$ cat config.mk
export PLATFORM = sky130hd
export DESIGN_NAME = qspi_shift_engine_flat
export DESIGN_NICKNAME = d
export VERILOG_FILES = /design/src/rtl/qspi_shift_engine_pkg.sv /design/src/rtl/qspi_shift_engine_if.sv /design/src/rtl/qspi_shift_engine.sv /design/src/flat_wrapper.sv
export SDC_FILE = /design/constraint.sdc
export NUM_CORES = 1
export LEC_CHECK = 0
export ABC_AREA = 1
export BUFFER_PORTS_ARGS = -buffer_cell sky130_fd_sc_hd__buf_4
export CAP_MARGIN = 20
export CORE_UTILIZATION = 55
export CTS_CLUSTER_DIAMETER = 200
export DETAILED_ROUTE_END_ITERATION = 10
export GPL_TIMING_DRIVEN = 0
export PLACE_DENSITY = 0.9
export SYNTH_ARGS = -nofsm -noshare
export SYNTH_HDL_FRONTEND = slang
export SYNTH_SLANG_ARGS = --single-unit
$ cat constraint.sdc
create_clock -name clk -period 4.6 [get_ports clk]
set_input_delay 0.46 -clock clk [delete_from_list [all_inputs] [get_ports clk]]
set_output_delay 0.46 -clock clk [all_outputs]
set_load 0.005 [all_outputs]
$ cat src/rtl/qspi_shift_engine_pkg.sv
// Shared constants for the QSPI shift engine: FSM encodings, pad output-enable
// patterns and beat widths.
package qspi_shift_engine_pkg;

  typedef logic [1:0] state_t;

  localparam state_t ST_IDLE  = 2'd0;
  localparam state_t ST_SHIFT = 2'd1;
  localparam state_t ST_TAIL  = 2'd2;
  localparam state_t ST_DONE  = 2'd3;

  localparam logic [3:0] OE_SINGLE  = 4'b0001;
  localparam logic [3:0] OE_QUAD_TX = 4'b1111;
  localparam logic [3:0] OE_QUAD_RX = 4'b0000;

  localparam int BITS_PER_BEAT_SINGLE = 1;
  localparam int BITS_PER_BEAT_QUAD   = 4;

  // Single mode always drives MOSI on IO0; the direction bit only matters in quad mode.
  function automatic logic [3:0] oe_for_mode(input logic quad, input logic dir_rx);
    logic [3:0] oe;
    if (quad) begin
      oe = dir_rx ? OE_QUAD_RX : OE_QUAD_TX;
    end else begin
      oe = OE_SINGLE;
    end
    return oe;
  endfunction

endpackage

$ cat src/rtl/qspi_shift_engine_if.sv
// Command-sequencer side of the QSPI shift engine: start/ready handshake,
// transmit word in, received word out.
interface qspi_shift_engine_if #(
  parameter int DATA_W = 8
);

  logic              start;
  logic              quad;
  logic              dir_rx;
  logic [DATA_W-1:0] tx_data;
  logic              ready;
  logic [DATA_W-1:0] rx_data;
  logic              rx_valid;

  modport master (
    output start,
    output quad,
    output dir_rx,
    output tx_data,
    input  ready,
    input  rx_data,
    input  rx_valid
  );

  modport slave (
    input  start,
    input  quad,
    input  dir_rx,
    input  tx_data,
    output ready,
    output rx_data,
    output rx_valid
  );

endinterface

$ cat src/rtl/qspi_shift_engine.sv
// SPI mode-0 word serializer/deserializer driven by the clock divider's
// sclk_rise/sclk_fall ticks, in single-bit or quad mode.
module qspi_shift_engine
  import qspi_shift_engine_pkg::*;
#(
  parameter int DATA_W = 8
) (
  input  logic                clk,
  input  logic                rst,
  qspi_shift_engine_if.slave  cmd,
  input  logic                sclk_rise,
  input  logic                sclk_fall,
  output logic                sclk_ena,
  output logic                sclk,
  output logic [3:0]          io_out,
  output logic [3:0]          io_oe,
  input  logic [3:0]          io_in
);

  localparam int CNT_W = $clog2(DATA_W + 1);
  localparam logic [CNT_W-1:0] BEATS_SINGLE = CNT_W'(DATA_W);
  localparam logic [CNT_W-1:0] BEATS_QUAD   = CNT_W'(DATA_W / 4);

  state_t            state_r;
  logic [DATA_W-1:0] tx_sh_r;
  logic [DATA_W-1:0] rx_sh_r;
  logic              quad_r;
  logic [CNT_W-1:0]  beat_cnt_r;
  logic              sclk_r;
  logic              sclk_ena_r;
  logic [3:0]        io_oe_r;
  logic              ready_r;
  logic [DATA_W-1:0] rx_data_r;
  logic              rx_valid_r;

  logic [CNT_W-1:0]  beats_s;
  logic [CNT_W-1:0]  cnt_inc_s;
  logic [DATA_W-1:0] rx_next_s;
  logic [DATA_W-1:0] tx_next_s;
  logic [3:0]        io_out_s;

  // Beat bookkeeping and next shift-register values for the current mode.
  always_comb begin
    beats_s   = BEATS_SINGLE;
    cnt_inc_s = beat_cnt_r + CNT_W'(1);
    rx_next_s = rx_sh_r;
    tx_next_s = tx_sh_r;
    if (quad_r) begin
      beats_s   = BEATS_QUAD;
      rx_next_s = (rx_sh_r << BITS_PER_BEAT_QUAD) | DATA_W'(io_in);
      tx_next_s = tx_sh_r << BITS_PER_BEAT_QUAD;
    end else begin
      beats_s   = BEATS_SINGLE;
      rx_next_s = (rx_sh_r << BITS_PER_BEAT_SINGLE) | DATA_W'(io_in[1]);
      tx_next_s = tx_sh_r << BITS_PER_BEAT_SINGLE;
    end
  end

  // Pad data comes straight from the transmit register MSBs while a word is on the wire.
  always_comb begin
    io_out_s = 4'b0000;
    if ((state_r == ST_SHIFT) || (state_r == ST_TAIL)) begin
      if (quad_r) begin
        io_out_s = tx_sh_r[DATA_W-1 -: 4];
      end else begin
        io_out_s = {3'b000, tx_sh_r[DATA_W-1]};
      end
    end else begin
      io_out_s = 4'b0000;
    end
  end

  // Main FSM and datapath; a rise tick always takes priority over a simultaneous fall.
  always_ff @(posedge clk or posedge rst) begin
    if (rst) begin
      state_r    <= ST_IDLE;
      tx_sh_r    <= {DATA_W{1'b0}};
      rx_sh_r    <= {DATA_W{1'b0}};
      quad_r     <= 1'b0;
      beat_cnt_r <= {CNT_W{1'b0}};
      sclk_r     <= 1'b0;
      sclk_ena_r <= 1'b0;
      io_oe_r    <= 4'b0000;
      ready_r    <= 1'b1;
      rx_data_r  <= {DATA_W{1'b0}};
      rx_valid_r <= 1'b0;
    end else begin
      rx_valid_r <= 1'b0;
      case (state_r)
        ST_IDLE: begin
          if (cmd.start && ready_r) begin
            tx_sh_r    <= cmd.tx_data;
            rx_sh_r    <= {DATA_W{1'b0}};
            quad_r     <= cmd.quad;
            beat_cnt_r <= {CNT_W{1'b0}};
            io_oe_r    <= oe_for_mode(cmd.quad, cmd.dir_rx);
            sclk_ena_r <= 1'b1;
            ready_r    <= 1'b0;
            state_r    <= ST_SHIFT;
          end
        end
        ST_SHIFT: begin
          if (sclk_rise) begin
            sclk_r     <= 1'b1;
            rx_sh_r    <= rx_next_s;
            beat_cnt_r <= cnt_inc_s;
            if (cnt_inc_s == beats_s) begin
              state_r <= ST_TAIL;
            end
          end else if (sclk_fall && sclk_r) begin
            // A stray fall before the first rise must not consume the first beat.
            sclk_r  <= 1'b0;
            tx_sh_r <= tx_next_s;
          end
        end
        ST_TAIL: begin
          if (sclk_fall) begin
            sclk_r     <= 1'b0;
            sclk_ena_r <= 1'b0;
            io_oe_r    <= 4'b0000;
            rx_data_r  <= rx_sh_r;
            rx_valid_r <= 1'b1;
            state_r    <= ST_DONE;
          end
        end
        ST_DONE: begin
          ready_r <= 1'b1;
          state_r <= ST_IDLE;
        end
        default: begin
          sclk_r     <= 1'b0;
          sclk_ena_r <= 1'b0;
          io_oe_r    <= 4'b0000;
          ready_r    <= 1'b1;
          state_r    <= ST_IDLE;
        end
      endcase
    end
  end

  assign sclk         = sclk_r;
  assign sclk_ena     = sclk_ena_r;
  assign io_out       = io_out_s;
  assign io_oe        = io_oe_r;
  assign cmd.ready    = ready_r;
  assign cmd.rx_data  = rx_data_r;
  assign cmd.rx_valid = rx_valid_r;

endmodule

$ cat src/flat_wrapper.sv
// flat-port wrapper written by rule: the top's interface ports become plain ports
module qspi_shift_engine_flat import qspi_shift_engine_pkg::*;
#(
  parameter int DATA_W = 8
)
  (clk, rst, sclk_rise, sclk_fall, sclk_ena, sclk, io_out, io_oe, io_in, cmd_start, cmd_quad, cmd_dir_rx, cmd_tx_data, cmd_ready, cmd_rx_data, cmd_rx_valid);
  qspi_shift_engine_if #(.DATA_W(DATA_W)) cmd_i ();
  input  logic clk;
  input  logic rst;
  input  logic sclk_rise;
  input  logic sclk_fall;
  output logic sclk_ena;
  output logic sclk;
  output logic [3:0] io_out;
  output logic [3:0] io_oe;
  input  logic [3:0] io_in;
  input wire logic [$bits(cmd_i.start)-1:0] cmd_start;
  input wire logic [$bits(cmd_i.quad)-1:0] cmd_quad;
  input wire logic [$bits(cmd_i.dir_rx)-1:0] cmd_dir_rx;
  input wire logic [$bits(cmd_i.tx_data)-1:0] cmd_tx_data;
  output wire logic [$bits(cmd_i.ready)-1:0] cmd_ready;
  output wire logic [$bits(cmd_i.rx_data)-1:0] cmd_rx_data;
  output wire logic [$bits(cmd_i.rx_valid)-1:0] cmd_rx_valid;
  assign cmd_i.start = cmd_start;
  assign cmd_i.quad = cmd_quad;
  assign cmd_i.dir_rx = cmd_dir_rx;
  assign cmd_i.tx_data = cmd_tx_data;
  assign cmd_ready = cmd_i.ready;
  assign cmd_rx_data = cmd_i.rx_data;
  assign cmd_rx_valid = cmd_i.rx_valid;
  qspi_shift_engine #(.DATA_W(DATA_W)) u_core (.clk(clk), .rst(rst), .cmd(cmd_i), .sclk_rise(sclk_rise), .sclk_fall(sclk_fall), .sclk_ena(sclk_ena), .sclk(sclk), .io_out(io_out), .io_oe(io_oe), .io_in(io_in));
endmodule
# Word-level counts from Yosys, hierarchy flattened
# Index checks and enable logic that the tools add are counted.
[totals]
regBits = 39
inputBits = 19
output_inout_bits = 20
elab_cells = 76
[op_classes]
n_addsub = 1
n_eq_ne = 11
muxes = 35
bitwise_logic = 2
reduce_logical = 16
[op_table]
columns = ["cell", "n"]
rows = [
  ["two-way mux 8 bit", 7],
  ["two-way mux 4 bit", 9],
  ["case mux 8 bit (2 select lines)", 2],
  ["case mux 4 bit (2 select lines)", 2],
  ["inequality test 2 bit, second input constant", 5],
  ["AND reduction 3 bit", 3],
  ["two-way mux 2 bit", 4],
  ["OR 8 x 1 -> 8 bit", 1],
  ["OR 8 x 4 -> 8 bit", 1],
  ["case mux 2 bit (4 select lines)", 1],
  ["AND reduction 4 bit", 2],
  ["nonzero test 2 bit", 4],
  ["two-way mux 1 bit", 7],
  ["case mux 1 bit (2 select lines)", 3],
  ["AND reduction 2 bit", 3],
  ["adder 4 x 1 -> 4 bit, second input constant", 1],
  ["== test 2 bit, second input constant", 2],
  ["== test 4 bit", 1],
  ["inequality test 3 bit, second input constant", 1],
  ["== test 2 x 1 -> 1 bit, second input constant", 1],
  ["logical AND 1 bit", 2],
  ["logical NOT 2 bit", 1],
  ["inequality test 2 x 1 -> 1 bit, second input constant", 1],
  ["logical OR 1 bit", 1],
]

# Longest topological paths before layout
# Gate-level depths: netlist of run 1.
[depth]
word_depth = 5
ltp_mapped = 9
mapped_depth_nobuf = 9

# Least setup slack after synthesis of run 1
# OpenSTA, ideal clock, no wires.
[synth_timing]
kind = "reg-to-reg"
from = "register u_core.state_r[0]"
to = "register u_core.tx_sh_r[0]"
setup_ps = 126
arrival_ps = 1327
setup_slack_ps = 3147
path_stages_with_launch = 9
n_path_buf = 1
cell_sequence = "dfrtp_1 > inv_1 > ha_1 > nand3_2 > o21ai_2 > inv_2 > nor2_4 > buf_6 > o21ai_0"
[synth_between]
elab_chain_cells = 3
elab_cells_between_ends = 8
[synth_lines]
columns = ["element", "line", "rtl"]
rows = [
  ["start, declared", "qspi_shift_engine.sv:24", "state_t state_r;"],
  ["start signal, assigned", "qspi_shift_engine.sv:76", "state_r <= ST_IDLE;"],
  ["start signal, assigned", "qspi_shift_engine.sv:99", "state_r <= ST_SHIFT;"],
  ["start signal, assigned", "qspi_shift_engine.sv:108", "state_r <= ST_TAIL;"],
  ["== test 2 x 1 -> 1 bit / logical NOT 2 bit (equally long branches)", "qspi_shift_engine.sv:89", "case (state_r)"],
  ["inequality test 2 bit (no source line) (tied with other cells)", "-", ""],
  ["AND reduction 4 bit (no source line)", "-", ""],
  ["end signal, assigned", "qspi_shift_engine.sv:77", "tx_sh_r <= {DATA_W{1'b0}};"],
  ["end signal, assigned", "qspi_shift_engine.sv:92", "tx_sh_r <= cmd.tx_data;"],
  ["end signal, assigned", "qspi_shift_engine.sv:113", "tx_sh_r <= tx_next_s;"],
  ["end, declared", "qspi_shift_engine.sv:25", "logic [DATA_W-1:0] tx_sh_r;"],
]
# Several ways; a longest one is shown, not always the timed one.
# A chain may end at the register's enable or synchronous reset.

# Worst setup path after layout of run 1
[layout_timing]
from = "register u_core.state_r[0]"
to = "output io_out[0]"
[layout_between]
elab_chain_cells = 3
elab_cells_between_ends = 4
[layout_lines]
columns = ["element", "line", "rtl"]
rows = [
  ["== test 2 x 1 -> 1 bit / == test 2 bit (equally long branches)", "qspi_shift_engine.sv:62", "if ((state_r == ST_SHIFT) || (state_r == ST_TAIL)) begin"],
  ["logical OR 1 bit (*)", "qspi_shift_engine.sv:62", ""],
  ["two-way mux 4 bit (*)", "qspi_shift_engine.sv:62", ""],
  ["end, declared", "flat_wrapper.sv:14", "output logic [3:0] io_out;"],
]
# Mark *: on every way between the ends. The rest lies on a longest branch, timed or not.

==> results of run 1 <==
==> metrics by stage <==
stage / setup WS (ps) / util (%) / total power [uW]
2_1_floorplan: 3150 / - / 1000
3_3_place_gp: 2820 / 67.9 / 1210
3_5_place_dp: 2910 / 68.7 / 1250
4_1_cts: 2590 / 71.2 / 1490
5_1_grt: 2460 / 71.2 / 1610
6_report: 2600 / 71.2 / 1480
==> Yosys cell counts, types with 2 or more instances <==
master and count:
nand2_1 59, o21ai_0 50, dfrtp_1 36, inv_1 32, nand3_1 15, nor2_1 9
ha_1 6, buf_2 5, a21oi_1 3, buf_6 3, inv_2 3, o21ai_2 3
buf_4 2, nor2_4 2, o22ai_1 2, or2_2 2
==> state kept, by name, summed over array words and instances, names as in the netlist <==
| name | count |
|---|---|
| u_core.cmd.rx_data | 8 |
| u_core.cmd.rx_valid | 1 |
| u_core.state_r | 2 |
| u_core.sclk | 1 |
| u_core.sclk_ena | 1 |
| u_core.quad_r | 1 |
| u_core.rx_sh_r | 8 |
| u_core.beat_cnt_r | 4 |
| u_core.io_oe | 2 |
| u_core.tx_sh_r | 8 |
| u_core.cmd.ready | 1 |
==> cells by family after synthesis <==
logic type,Yosys count,synth area share [%]
simple gates,89,19.7
compound gates,63,17.9
buf+inv,46,10.8
flops,37,47.8
fa+ha+maj,6,3.87
==> per-layer routing <==
metal	part of all wire, %	up-vias	global-route usage (%)
li1	-	866	-
met1	43	803	31.6
met2	50	59	40.7
met3	5.7	7	5.88
met4	1.8	0	10.5
met5	0	-	0
==> where the power goes <==
part / internal, uW / switching (uW)
Combinational: 295 / 434
Clock: 130 / 106
Sequential: 445 / 71.2
==> worst max path at each step <==
stage | start | depth (start not counted) | end
after floorplan | u_core.state_r[0] | 8 | u_core.tx_sh_r[0]
after global placement | rst | 2 | u_core.tx_sh_r[7]
after detailed placement | u_core.state_r[1] | 8 | u_core.tx_sh_r[5]
after CTS | u_core.state_r[0] | 5 | io_out[0]
after global routing | u_core.state_r[0] | 5 | io_out[0]
final | u_core.state_r[0] | 5 | io_out[0]
==> worst max-delay path: cells and delay by family, from the launching register on <==
kind	cells	cell delay, ps
flip-flops	1	420
AO/OA/AOI/OAI	2	220
adder cells (fa/ha/maj)	1	320
buffers and inverters	2	230
==> area by class of cell <==
type	count	area [sq um]
buffer	11	77.6
multi-input combinational	158	803
sequential	37	927
timing repair buffer	39	313
clock inverter	1	30.0
fill	299	968
clock buffer	7	55.1
tap	46	57.6
inverter	35	131
==> impl_metrics.yaml, run 1 <==
placement:
  placed_area_sq_um: 2310
  io_buffers: 38
  gp_congestion: 0.873
  placed_cells: 326
  dp_hpwl_microns: 3030
cts:
  cts_sinks: 37
  root_buffer: "clkbuf_4"
  cts_buffers: 5
  cts_htree_levels: 2
  cts_setup_buffers: 0
  postCtsHoldBufs: 0
  cts_tree: "done"
  cts_resized: 0
  clkLatencyLatePin_ps: 350
  clockBufferDepth: 2
  path_clk_slew_ps: 100
global_routing:
  antenna_found_initial: 0
  grt_start_max_net_pins: 21
  globalRouteTotalUtil_pct: 24.8
  grt_pass1_wl_microns: 6560
  grt-ovfl-total: 0
  first_global_vias: 1499
drt:
  route.detailed.drc: 0
  first_pass_iters: 5
  routed_wl_microns: 4090
  dr.first_iter.drc_count: 87
  drt-wirelength-per-cell_microns: 12.2
  vias: 1735
  ant_nets: 0
  viasPerCell: 5.19
yosys:
  yosysSeqAreaShare_pct: 47.8
  synth_cell_types: 25
  synth-seq-cells: 37
  synth_top_area_share_pct: 46.5
  synth_edf_count: 0
  async_flop_share_pct: 100
  synthCells: 241
  yosys-top-cells-area: "dfrtp_1 46%, o21ai_0 13%, nand2_1 11%"
  syn_nets: 266
  synthFlopType: "dfrtp_1"
  yosysTopAreaCell: "dfrtp_1"
  synth_area_per_cell_sq_um: 8.05
  yosys_warnings: 0
  netlist_area_sq_um: 1940
worst_setup_path:
  cp.arrival_ps: 1540
  r2r-start: "u_core.state_r[0]"
  ff2ff_path_depth: 5
  slowest_delay_ps: 420
  cp-end-kind: "primary output"
  rrSetupSlack_ps: 2880
  path_max_fanout: 4
  critPathRequiredTime_ps: 4140
  cp_slowest_cell: "dfrtp_1"
  r2r-end: "u_core.cmd.rx_data[0]"
  startpoint_type: "flip-flop"
  crit_chain: "inv_1, ha_1, o21ai_0, a21oi_1, buf_4"
  criticalPathCategory: "flip-flop to primary output"
die:
  dieArea_sq_um: 3770
  placeableCoreArea_sq_um: 3360
  die_w_microns: 61.4
  io_pins: 39
  die_h_microns: 61.4
  start_util_pct: 57.7
  placementRows: 21
timing:
  fin_skew_ps: 5.97
  whs_ps: 237
  period_minus_slack_ps: 2000
  max-slew-margin-rel_pct: 49.5
  worstMarginPinSlew_ps: 756
  rsz0062_at_grt: "false"
  post-route-period-util_pct: 43.4
  slew_viol_final: 0
  fin_setup_tns_ps: 0
  finalSetupViolCount: 0
  max_freq_mhz: 501
  final_hold_viol_count: 0
final_layout:
  final_cell_mix: "59 x nand2_1, 50 x o21ai_0, 40 x buf_4"
  diodes: 0
  layoutNonFillerInstCount: 334
  final_layout_size_suffix_gt1_share_pct: 24.0
  fin_area_sq_um: 2390
  syn_to_final_growth_pct: 23.5
  mostFrequentLayoutCell: "nand2_1"
  nets: 312
power_and_ir_drop:
  p_per_area_nw_per_um2: 618
  ir_worst_vdd_uv: 315
  p_leak_uw: 0.00123
job:
  drv_cap: 0
status:
  status: "finished clean"
min_path:
  hp-class: "input port to asynchronous set/reset pin"
Power figures use the tool's default switching activity.
==> run 2: changes to the inputs <==
- ABC_AREA: 1 -> 0
- CORE_UTILIZATION: 55 -> 50
- PLACE_DENSITY: 0.9 -> 0.86
- clock period: 4.6 -> 1.6 ns (I/O delays scaled with it)
==> run 2 against run 1 <==
  * Worst setup slack got worse by 2600 ps
  * Sequential share of layout area decreased by 4.8 points
  * Die area increased by 16%
  * Sequential power increased to 3.2 times the previous value
  * Synthesized cell count decreased by 13%
  * Clock-buffer cell count decreased by 1
  * Utilization increased by 1.1 points
  * Total power increased to 3.9 times the previous value
  * Combinational power increased to 4.5 times the previous value
  * Highest routed layer unchanged
==> impl_metrics.yaml, run 2 <==
yosys:
  synth_cell_types: 41
  netlist_area_sq_um: 2060
  synthCells: 209
  synthTopCellsByCount: "36 x dfrtp_1, 33 x nand2_1, 21 x o21ai_0"
  synthFlopType: "dfrtp_1"
  synth_edf_count: 0
  yosys_warnings: 0
  synth-seq-cells: 37
  syn_nets: 234
  synth_top_area_share_pct: 43.7
  synth_area_per_cell_sq_um: 9.87
  yosysTopAreaCell: "dfrtp_1"
  yosys-top-cells-area: "dfrtp_1 44%, mux2_2 9.3%, nand2_1 6.0%"
  yosysSeqAreaShare_pct: 45.0
  async_flop_share_pct: 100
  synth_most_common_cell: "dfrtp_1"
cts:
  cts_sinks: 37
  cts_htree_levels: 2
  root_buffer: "clkbuf_8"
  clkLatencyLatePin_ps: 290
  postCtsHoldBufs: 0
  cts_tree: "done"
  clockBufferDepth: 2
  cts_buffers: 5
  path_clk_slew_ps: 80
worst_setup_path:
  rrSetupSlack_ps: 10
  cp.arrival_ps: 1760
  criticalPathCategory: "flip-flop to flip-flop"
  cp-end-kind: "flip-flop"
  slowest_delay_ps: 410
  startpoint_type: "flip-flop"
  crit_chain: "inv_4, ha_4, a21boi_4, a211o_4, clkbuf_16, nand2_2, o21ai_2"
  critPathRequiredTime_ps: 1780
  crit_buf_inv: 2
  cp_slowest_cell: "dfrtp_2"
  path_delay_family: "compound AO/OA/AOI/OAI gates"
  path_max_fanout: 8
drt:
  drt-wirelength-per-cell_microns: 15.6
  viasPerCell: 5.62
  routed_wl_microns: 4880
  first_pass_iters: 4
  dr.first_iter.drc_count: 117
  vias: 1764
  route.detailed.drc: 0
  ant_nets: 0
global_routing:
  grt_pass1_wl_microns: 7890
  met1_usage_pct: 28.2
  globalRouteTotalUtil_pct: 24.1
  antenna_found_initial: 0
  grt_start_max_net_pins: 38
  grt_most_used_layer: "met2"
  grt_use_met3_pct: 5.34
  use_met2_pct: 41.7
  first_global_vias: 1739
  grt-ovfl-total: 0
die:
  placeableCoreArea_sq_um: 3800
  placementRows: 22
  io_pins: 39
  dieArea_sq_um: 4390
  die_h_microns: 66.2
  start_util_pct: 54.3
  die_w_microns: 66.2
placement:
  placed_area_sq_um: 2420
  io_buffers: 38
  dp_hpwl_microns: 3290
  gp_congestion: 0.819
final_layout:
  syn_to_final_growth_pct: 33.1
  diodes: 0
  final_layout_size_suffix_gt1_share_pct: 40.6
  mostFrequentLayoutCell: "buf_4"
  fin_area_sq_um: 2750
  nets: 290
  final_cell_mix: "50 x buf_4, 34 x dfrtp_1, 30 x nand2_1"
status:
  status: "finished clean"
min_path:
  hp-class: "input port to asynchronous set/reset pin"
power_and_ir_drop:
  p_leak_uw: 0.00130
  p_per_area_nw_per_um2: 2090
  p_total_uw: 5730
  ir_worst_vdd_uv: 1010
timing:
  final_hold_viol_count: 0
  fin_skew_ps: 4.99
  post-route-period-util_pct: 99.2
  slew_viol_final: 0
  worstMarginPinSlew_ps: 768
  period_minus_slack_ps: 1590
  max-slew-margin-rel_pct: 48.7
  rsz0062_at_grt: "true"
  finalSetupViolCount: 0
  max_freq_mhz: 630
job:
  drv_cap: 0
==> run 2: cell families (layout without fill, tap and decap cells) <==
logic type	Yosys count	in the layout	synth area share (%)
DFF	37	37	45.0
and+or+nand+nor	70	70	16.9
muxes	23	23	12.2
buffers and inverters	21	77	5.40
AOI/OAI and AO/OA	51	52	16.5
xor gates and xnor gates	1	1	0.425
adders and majority gates	6	6	3.64
==> run 2: what timing repair did <==
item	in CTS	in global routing
pin swaps	0	6
buffers inserted	4	5
gates cloned	1	1
resized for setup	14	20
endpoints found under the setup margin	38	30
==> run 2: layout make-up <==
type | count | area (sq um)
fill | 287 | 1050
sequential | 37 | 930
inverter | 10 | 40.0
tap | 48 | 60.1
clock buffer | 6 | 72.6
multi-input combinational | 152 | 1120
clock inverter | 2 | 38.8
buffer | 11 | 104
timing repair buffer | 48 | 378
==> run 2: power by group <==
group	internal [uW]	switching (uW)	leakage, uW
sequential	1310	326	0.000483
clock	468	338	0.0000554
combinational	1710	1580	0.000764
==> run 2: through the flow <==
step	TNS [ps]	util, %	worst slack (ps)	std cells	hold WS [ps]
2_1_floorplan	0	-	6.60	209	233
3_3_place_gp	-2840	63.8	-218	295	369
3_5_place_dp	-4290	63.8	-261	295	356
4_1_cts	0	69.1	0.795	308	49.6
5_1_grt	-379	72.3	-42.6	314	74.7
6_report	0	72.3	13.6	314	9.85
==> run 2: per-layer routing <==
metal | part of all wire (%) | wire length [microns] | up-vias
met3 | 4.1 | 198 | 7
met1 | 42 | 2070 | 860
li1 | - | - | 849
met5 | 0 | 0 | -
met4 | 1.1 | 55 | 0
met2 | 52 | 2560 | 48
==> run 2: final timing paths <==
check                                       start  depth (start not counted)                end
worst max-delay path            u_core.state_r[0]                          7  u_core.tx_sh_r[4]
worst min-delay path                          rst                          2    u_core.io_oe[0]
worst max register to register  u_core.state_r[0]                          7  u_core.tx_sh_r[4]
worst min register to register    u_core.sclk_ena                          1    u_core.sclk_ena
max in group asynchronous                     rst                          2  u_core.state_r[0]
min in group clk                        cmd_start                          2   u_core.cmd.ready
==> run 2: worst register-to-register path, cell delays in order, from the launching register on <==
cell and delay (ps):
dfrtp_2 410, inv_4 60, ha_4 180, a21boi_4 170
a211o_4 380, clkbuf_16 180, nand2_2 70, o21ai_2 50
==> run 3: changes to the inputs <==
- CORE_UTILIZATION: 50 -> 55
- PLACE_DENSITY: 0.86 -> 0.89
- clock period: 1.6 -> 1.8 ns (I/O delays scaled with it)
==> run 3 against run 2 <==
  * The flow now finishes with violations (hold timing, setup timing)
  * Die area decreased by 8.8%
  * Sequential power down 9%
  * First-iteration DRC count is 12% higher
  * Fmax fell by 12%
  * Hold slack worse by 11 ps
  * Flip-flop and latch count stayed put
  * Critical path depth unchanged
  * Highest routed layer unchanged
==> impl_metrics.yaml, run 3 (synthesis results as in run 2) <==
worst_setup_path:
  critPathRequiredTime_ps: 2030
  cp-end-kind: "flip-flop"
  path_max_fanout: 7
  ff2ff_path_depth: 7
  crit_start: "u_core.state_r[0]"
  startpoint_type: "flip-flop"
  criticalPathCategory: "flip-flop to flip-flop"
  cp.arrival_ps: 2030
  r2r-start: "u_core.state_r[0]"
drt:
  vias: 1830
  routed_wl_microns: 5360
  route.detailed.drc: 0
  dr.first_iter.drc_count: 131
  first_pass_iters: 4
  viasPerCell: 5.98
  drt-wirelength-per-cell_microns: 17.5
  ant_nets: 0
cts:
  clockBufferDepth: 2
  cts_htree_levels: 2
  cts_buffers: 5
  cts_tree: "done"
  path_clk_slew_ps: 70
  postCtsHoldBufs: 0
  root_buffer: "clkbuf_8"
  cts_sinks: 37
  clkLatencyLatePin_ps: 290
final_layout:
  fin_area_sq_um: 2660
  final_layout_size_suffix_gt1_share_pct: 37.7
  multi_input_area_sq_um: 1090
  nets: 285
  final_cell_mix: "46 x buf_4, 33 x nand2_1, 33 x dfrtp_1"
  fillers: 244
  syn_to_final_growth_pct: 28.9
  layout.area.seq_sq_um: 931
  finish.utilization_pct: 76.6
  mostFrequentLayoutCell: "buf_4"
  diodes: 0
die:
  io_pins: 39
  placementRows: 21
  placeableCoreArea_sq_um: 3470
  die_w_microns: 63.2
  dieArea_sq_um: 4000
  start_util_pct: 59.5
  die_h_microns: 63.2
placement:
  gp_congestion: 0.838
  placed_area_sq_um: 2430
  io_buffers: 38
  dp_hpwl_microns: 3300
power_and_ir_drop:
  p_per_area_nw_per_um2: 1820
  p_total_uw: 4820
  p_leak_uw: 0.00127
  ir_worst_vdd_uv: 1020
global_routing:
  grt_start_max_net_pins: 23
  antenna_found_initial: 0
  grt-ovfl-total: 0
  grt_pass1_wl_microns: 8250
  globalRouteTotalUtil_pct: 26.7
  first_global_vias: 1791
timing:
  period_minus_slack_ps: 1800
  worstMarginPinSlew_ps: 708
  finalSetupViolCount: 1
  fin_skew_ps: 6.28
  final_hold_viol_count: 4
  max-slew-margin-rel_pct: 52.8
  slew_viol_final: 0
  max_freq_mhz: 554
  fin_setup_tns_ps: -4.14
  post-route-period-util_pct: 100
  finalWorstSetupSlack_ps: -4.14
  whs_ps: -0.766
status:
  status: "complete, but fails checks"
  violations: "hold timing, setup timing"
job:
  drv_cap: 0
min_path:
  hp-class: "input port to asynchronous set/reset pin"
[run 3: cell count changes in the layout (fill, tap and decap cells not counted), sizes merged]
cell | before | now
a21boi | 2 | 1
buf | 56 | 52
clkbuf | 9 | 8
[run 3: worst max-delay path, stage by stage, from the launching register on]
cell and delay (ps):
dfrtp_2 470, inv_4 80, ha_4 180, a21boi_4 160, buf_4 150, nor4b_2 390, o221ai_1 200, nand3_1 100
[run 3: cell type report]
| cell class | count | share of cell area (%) |
|---|---|---|
| Sequential cell | 37 | 35.0 |
| Tap cell | 46 | 2.17 |
| Multi-Input combinational cell | 151 | 41.0 |
| Inverter | 10 | 1.51 |
| Timing Repair Buffer | 44 | 13.2 |
| Clock inverter | 2 | 1.32 |
| Buffer | 11 | 3.25 |
| Clock buffer | 5 | 2.59 |
[run 3: report_power, final]
group / total, uW / internal, uW / switching [uW]
clock network: 698 / 402 / 295
logic: 2640 / 1290 / 1350
registers: 1490 / 1170 / 325
[run 3: through the flow]
step | instances | setup slack, ps
floorplan | 209 | 135
global placement | 293 | -43.9
detailed placement | 294 | -74.8
CTS | 303 | -11.8
global route | 306 | -138
finish | 306 | -4.14
[run 3: timing repair]
action / CTS / global route
pin swaps: 1 / 1
gates resized for setup: 4 / 20
setup buffers: 2 / 3
endpoints found under the setup margin: 22 / 26
cloned: 0 / 0
[run 3: path summary, 6_finish.rpt]
check / to / slack, ps
worst max-delay path: u_core.state_r[0] / -4
worst min-delay path: u_core.sclk / -0.8
worst max register to register: u_core.state_r[0] / -4
worst min register to register: u_core.rx_sh_r[7] / 490
max in group asynchronous: u_core.state_r[1] / 1240
min in group clk: u_core.cmd.ready / 90
[run 3: layer usage]
metal  share of wire, %  vias up  track usage (%)
li1                   -      843                -
met1                 40      887             32.4
met2                 50       79             44.6
met3                5.7       21             4.71
met4                4.3        0             15.3
met5                  0        -                0
